**src/rtl/mem_port_arbiter.sv**
```systemverilog
`timescale 1ns / 1ps
// mem_port_arbiter: shares one memory port between instruction fetch (I) and
// data access (D). One transaction in flight at a time. D has priority, and a
// starvation counter forces an I grant after STARVE_LIMIT D wins over a waiting I.
module mem_port_arbiter #(
    parameter int unsigned STARVE_LIMIT = 4
) (
    input  logic        clk,
    input  logic        reset_n,
    input  logic        i_req_valid,
    output logic        i_req_ready,
    input  logic [31:0] i_req_addr,
    output logic        i_resp_valid,
    output logic [31:0] i_resp_data,
    input  logic        d_req_valid,
    output logic        d_req_ready,
    input  logic [31:0] d_req_addr,
    input  logic [3:0]  d_req_we,
    input  logic [31:0] d_req_wdata,
    output logic        d_resp_valid,
    output logic [31:0] d_resp_data,
    output logic        mem_req_valid,
    input  logic        mem_req_ready,
    output logic [31:0] mem_req_addr,
    output logic [3:0]  mem_req_we,
    output logic [31:0] mem_req_wdata,
    input  logic        mem_resp_valid,
    input  logic [31:0] mem_resp_data,
    output logic        busy,
    output logic        owner_d
);

    // A zero limit still needs a 1-bit counter to keep the vector legal.
    localparam int unsigned CntW = (STARVE_LIMIT > 0) ? $clog2(STARVE_LIMIT + 1) : 1;
    localparam logic [CntW-1:0] CntMax = CntW'(STARVE_LIMIT);

    typedef enum logic [1:0] {StIdle, StIssue, StWait} state_e;

    state_e          state_q, state_d;
    logic [CntW-1:0] starve_cnt_q, starve_cnt_d;
    logic [31:0]     addr_q, addr_d;
    logic [3:0]      we_q, we_d;
    logic [31:0]     wdata_q, wdata_d;
    logic            owner_is_d_q, owner_is_d_d;

    logic idle, d_win, i_win, d_accept, i_accept, complete;

    // Grant decision and completion detect.
    always_comb begin
        idle     = (state_q == StIdle);
        d_win    = d_req_valid && (!i_req_valid || (starve_cnt_q < CntMax));
        i_win    = i_req_valid && !d_win;
        d_accept = idle && d_win;
        i_accept = idle && i_win;
        complete = ((state_q == StIssue) && mem_req_ready && mem_resp_valid) ||
                   ((state_q == StWait) && mem_resp_valid);
    end

    // Next-state, request latching and starvation counter update.
    always_comb begin
        state_d      = state_q;
        starve_cnt_d = starve_cnt_q;
        addr_d       = addr_q;
        we_d         = we_q;
        wdata_d      = wdata_q;
        owner_is_d_d = owner_is_d_q;
        unique case (state_q)
            StIdle: begin
                if (d_accept) begin
                    state_d      = StIssue;
                    addr_d       = d_req_addr;
                    we_d         = d_req_we;
                    wdata_d      = d_req_wdata;
                    owner_is_d_d = 1'b1;
                    if (i_req_valid && (starve_cnt_q != CntMax)) begin
                        starve_cnt_d = starve_cnt_q + 1'b1;
                    end
                end else if (i_accept) begin
                    state_d      = StIssue;
                    addr_d       = i_req_addr;
                    we_d         = 4'b0000;
                    wdata_d      = 32'h0;
                    owner_is_d_d = 1'b0;
                    starve_cnt_d = '0;
                end
            end
            StIssue: begin
                // A same-cycle ack completes without visiting StWait.
                if (mem_req_ready) begin
                    state_d = mem_resp_valid ? StIdle : StWait;
                end
            end
            StWait: begin
                if (mem_resp_valid) begin
                    state_d = StIdle;
                end
            end
            default: state_d = StIdle;
        endcase
    end

    // State and latched request registers.
    always_ff @(posedge clk or negedge reset_n) begin
        if (!reset_n) begin
            state_q      <= StIdle;
            starve_cnt_q <= '0;
            addr_q       <= 32'h0;
            we_q         <= 4'b0000;
            wdata_q      <= 32'h0;
            owner_is_d_q <= 1'b0;
        end else begin
            state_q      <= state_d;
            starve_cnt_q <= starve_cnt_d;
            addr_q       <= addr_d;
            we_q         <= we_d;
            wdata_q      <= wdata_d;
            owner_is_d_q <= owner_is_d_d;
        end
    end

    // Outputs; readys are gated by reset so nothing looks accepted while held in reset.
    always_comb begin
        d_req_ready   = reset_n && d_accept;
        i_req_ready   = reset_n && i_accept;
        mem_req_valid = (state_q == StIssue);
        mem_req_addr  = addr_q;
        mem_req_we    = we_q;
        mem_req_wdata = wdata_q;
        i_resp_valid  = complete && !owner_is_d_q;
        d_resp_valid  = complete && owner_is_d_q;
        i_resp_data   = i_resp_valid ? mem_resp_data : 32'h0;
        d_resp_data   = d_resp_valid ? mem_resp_data : 32'h0;
        busy          = !idle;
        owner_d       = busy && owner_is_d_q;
    end

endmodule

```
**config.mk**
```make
export PLATFORM = sky130hd
export DESIGN_NAME = mem_port_arbiter
export DESIGN_NICKNAME = d
export VERILOG_FILES = /design/src/rtl/mem_port_arbiter.sv
export SDC_FILE = /design/constraint.sdc
export NUM_CORES = 1
export LEC_CHECK = 0
export ABC_AREA = 1
export CORE_MARGIN = 5
export CORE_UTILIZATION = 39
export CTS_BUF_LIST = sky130_fd_sc_hd__clkbuf_16
export CTS_CLUSTER_DIAMETER = 80
export CTS_CLUSTER_SIZE = 8
export DETAILED_ROUTE_END_ITERATION = 16
export GPL_TIMING_DRIVEN = 0
export PLACE_DENSITY_LB_ADDON = 0.25
export SYNTH_ARGS = -nofsm -noshare
export SYNTH_HDL_FRONTEND = slang
export SYNTH_SLANG_ARGS = --single-unit
```
**constraint.sdc**
```tcl
create_clock -name clk -period 3.5 [get_ports clk]
set_clock_uncertainty 0.15 [all_clocks]
set_input_delay 0.525 -clock clk [delete_from_list [all_inputs] [get_ports clk]]
set_output_delay 0.525 -clock clk [all_outputs]
set_load 0.005 [all_outputs]
```
==> impl_results.md <==
* CTS resizes at 0
* CP Cell Sequence: clkdlybuf4s50_1 -> nand3_1 -> nand2_1 -> nand3_2 -> buf_2 -> nor2_1 -> clkdlybuf4s50_1
* WP depth at 7
* Chip width at 113 um
* Worst slack at placement at 0.568 ns
* CP Max Fanout at 10
* Die ar. at 12,800 um^2
* Mux cell area share after synthesis at 0
* Failing checks: hold timing
* Adder-cell share of the synthesized area at 0.00605
* Total GRT Usage at 0.242
* Critical Path End Type: output pin
* Largest cells by area after synthesis: dfrtp_1 (45%), nand2_1 (16%), nand3_1 (13%)
* Fin Hold WS at -0.00621 ns
* Sink Count at 74
* Placed insts at 1,002
* Core area at 10,300 um^2
* Global-route wire length before repair at 24.9 mm
* Min-delay worst type: in2async
* Post-synthesis net count at 731
* First DRT Iteration DRCs at 385
* Compound-Gate Fraction of Synth Area at 0.00423
* Setup CP Type: in2out
* WP data required at 2.82 ns
* Placer congestion estimate at 0.915
* Detail Placement HPWL at 12.9 mm
* Num CTS Buffers at 9
* Routed WL at 16.0 mm
* Xor-xnor portion of the synthesized cell area at 0
* Wire per inst at 15.8 um
* Post-route setup slack at 0.585 ns
* Design area at 7380 um^2
* Root Buffer: clkbuf_16
* WP buf/inv at 3
* CTS tree: built
* Area after DPL at 7070 um^2
* Number of global-route vias before repair at 4,838
* Synth Instances at 591
* DR vias/cell at 4.87
* Worst Path Arrival at 2.24 ns
* Starting Density at 0.401
* Nets at 1,017
* Largest net degree at the start of global routing at 45
* Vert. Die Dim at 113 um
* Area of the multi-input gates at 1750 um^2
* Register area share after synthesis at 0.447
* Transition time of the tightest slew-check pin at 0.460 ns
* Syn. warnings at 0
* Setup TNS at 0 ns
* Postcts setup bufs at 0
* Simple-gate portion of the synthesized area at 0.412
* Sequential cell area at 1850 um^2
* RSZ-0062 raised after global routing: no
* Clock transition at path regs at 0.05 ns
* Main combinational cell family by area after synthesis: simple AND/OR/NAND/NOR gates
* Initial antenna violation count at 0
* Port Buf Inserts at 274
* FF-to-FF End: mem_req_wdata[1]
* Via count at 4,949
* VDD IR-drop max at 405 uV
* Setup Viol. Count Final at 0
* Syn Area/Cell at 7.00 um^2
* Delay-heaviest family, CP: buffers and inverters
* Total global routing overflow at 0
* Area Growth Syn to Fin at 78.2%
* CP max-delay cell: clkdlybuf4s50_1
* RR Startpoint: state_q[1]
* Final hold vios at 10
* Clk_lat worst skew at 0.32 ns
* CP startpoint kind: primary input
* Min cycle time layout at 2.92 ns
* Worst reg-to-reg path cell count at 5
* Num rows at 37
* Final std cells w/o fill at 1,017
* Max Slew Vio Count at 0
* R2r setup slk at 1.79 ns
* Tcrit/Tclk final at 0.833
* I/O pins at 277
* Cell mode on critical path: clkdlybuf4s50_1
* # fillers at 819
* Status: finished with violations
* Post-synth top area share at 0.447
* Layout cell share with drive strength beyond 1 at 0.0647
* Max Fclk at 0.343 GHz
* Max-slew headroom at 0.694
* Post-route ant nets at 0
* PwrDens at 673 nW/um^2
* Distinct cells, synth at 19
* Post-cts hold buffer count at 0
* Worst path max stage delay at 0.53 ns
* Post-synthesis cell area at 4140 um^2
* #FFs+latches synth at 74
* Leak at 3.72 nW
* Number of diodes at 0
* Max Cap Violations at 0
* Initial DRT Pass Iterations at 7
* Htree depth at 3
* Clock Tree Buf Depth at 2
* Area leader, netlist: dfrtp_1
* DRC at 0
## Yosys cell counts
| cell type | number |
|---|---|
| a21oi_1 | 1 |
| buf_1 | 3 |
| buf_2 | 24 |
| buf_4 | 9 |
| buf_6 | 2 |
| clkbuf_1 | 8 |
| dfrtp_1 | 74 |
| ha_1 | 2 |
| inv_1 | 76 |
| inv_2 | 1 |
| nand2_1 | 180 |
| nand2_4 | 1 |
| nand3_1 | 104 |
| nand3_2 | 3 |
| nand4_1 | 32 |
| nor2_1 | 68 |
| nor2_4 | 1 |
| o211ai_1 | 1 |
| o21ai_0 | 1 |
## how the worst max path moves through the flow
| stage | start | endpoint |
|---|---|---|
| after global placement | reset_n | i_req_ready |
| after CTS | mem_req_ready | i_resp_data[8] |
| after floorplan | i_req_valid | d_req_ready |
| after detailed placement | mem_req_ready | i_resp_data[8] |
| final | mem_req_ready | d_resp_data[11] |
| after global routing | mem_req_ready | d_resp_data[26] |
## layout make-up
type,instances,share of cell area
timing repair buffer,275,0.374
sequential,74,0.251
multi-input combinational,394,0.237
inverter,77,0.0392
buffer,46,0.0341
clock buffer,9,0.0305
tap,136,0.0231
clock inverter,6,0.0112
## cells in the final DEF, fill, tap and decap left out
master,synthesis,routed
o211ai_1,1,1
buf_2,24,24
buf_1,3,3
clkdlybuf4s50_1,0,273
nand2_4,1,1
inv_2,1,1
clkbuf_16,0,9
clkbuf_1,8,8
dfrtp_1,74,74
nand3_1,104,104
nor2_4,1,1
buf_12,0,1
bufinv_16,0,2
inv_1,76,76
o21ai_0,1,1
clkinv_4,0,1
nand4_1,32,32
buf_6,2,2
clkinv_1,0,1
nand2_1,180,180
buf_4,9,10
ha_1,2,2
clkinv_2,0,2
a21oi_1,1,1
nand3_2,3,3
nor2_1,68,68
## per-layer routing
| layer | vias up | track usage | part of all wire |
|---|---|---|---|
| met5 | - | 0 | 0 |
| met4 | 0 | 0.0825 | 0.023 |
| met3 | 32 | 0.0807 | 0.098 |
| met2 | 248 | 0.415 | 0.49 |
| met1 | 2254 | 0.283 | 0.39 |
| li1 | 2415 | - | - |
## worst reg2reg max path: stages, from the launching register on
cell	delay (ns)
dfrtp_1	0.41
nor2_4	0.23
nand2_1	0.29
clkbuf_1	0.31
nand3_1	0.15
nand2_1	0.06
## sequential cells by signal, indices dropped and copies added, names as in the netlist
signal	flops
mem_req_addr	32
mem_req_wdata	32
mem_req_we	4
starve_cnt_q	3
state_q	2
owner_is_d_q	1
## cell families (layout without fill, tap and decap cells)
family / Yosys count / count (layout)
fa+ha+maj: 2 / 2
buf+inv: 123 / 413
simple gates: 389 / 389
compound gates: 3 / 3
flops: 74 / 74
## per-stage QoR
stage          hold WS, ns  total power [W]   util
6_report          -0.00621          0.00496  0.715
3_3_place_gp         0.329          0.00395  0.683
4_1_cts            0.00145          0.00500  0.715
3_5_place_dp         0.336          0.00402  0.685
2_1_floorplan       0.0794          0.00258      -
5_1_grt             0.0247          0.00533  0.715
## where the power goes
part           internal, W  switching (W)  leakage (nW)  total [W]
combinational      0.00132        0.00123          2.65    0.00255
sequential         0.00124       0.000224         0.920    0.00146
clock             0.000616       0.000332         0.153   0.000947
total              0.00318        0.00178          3.72    0.00496
Note: power is estimated with default switching activity, not from simulation.
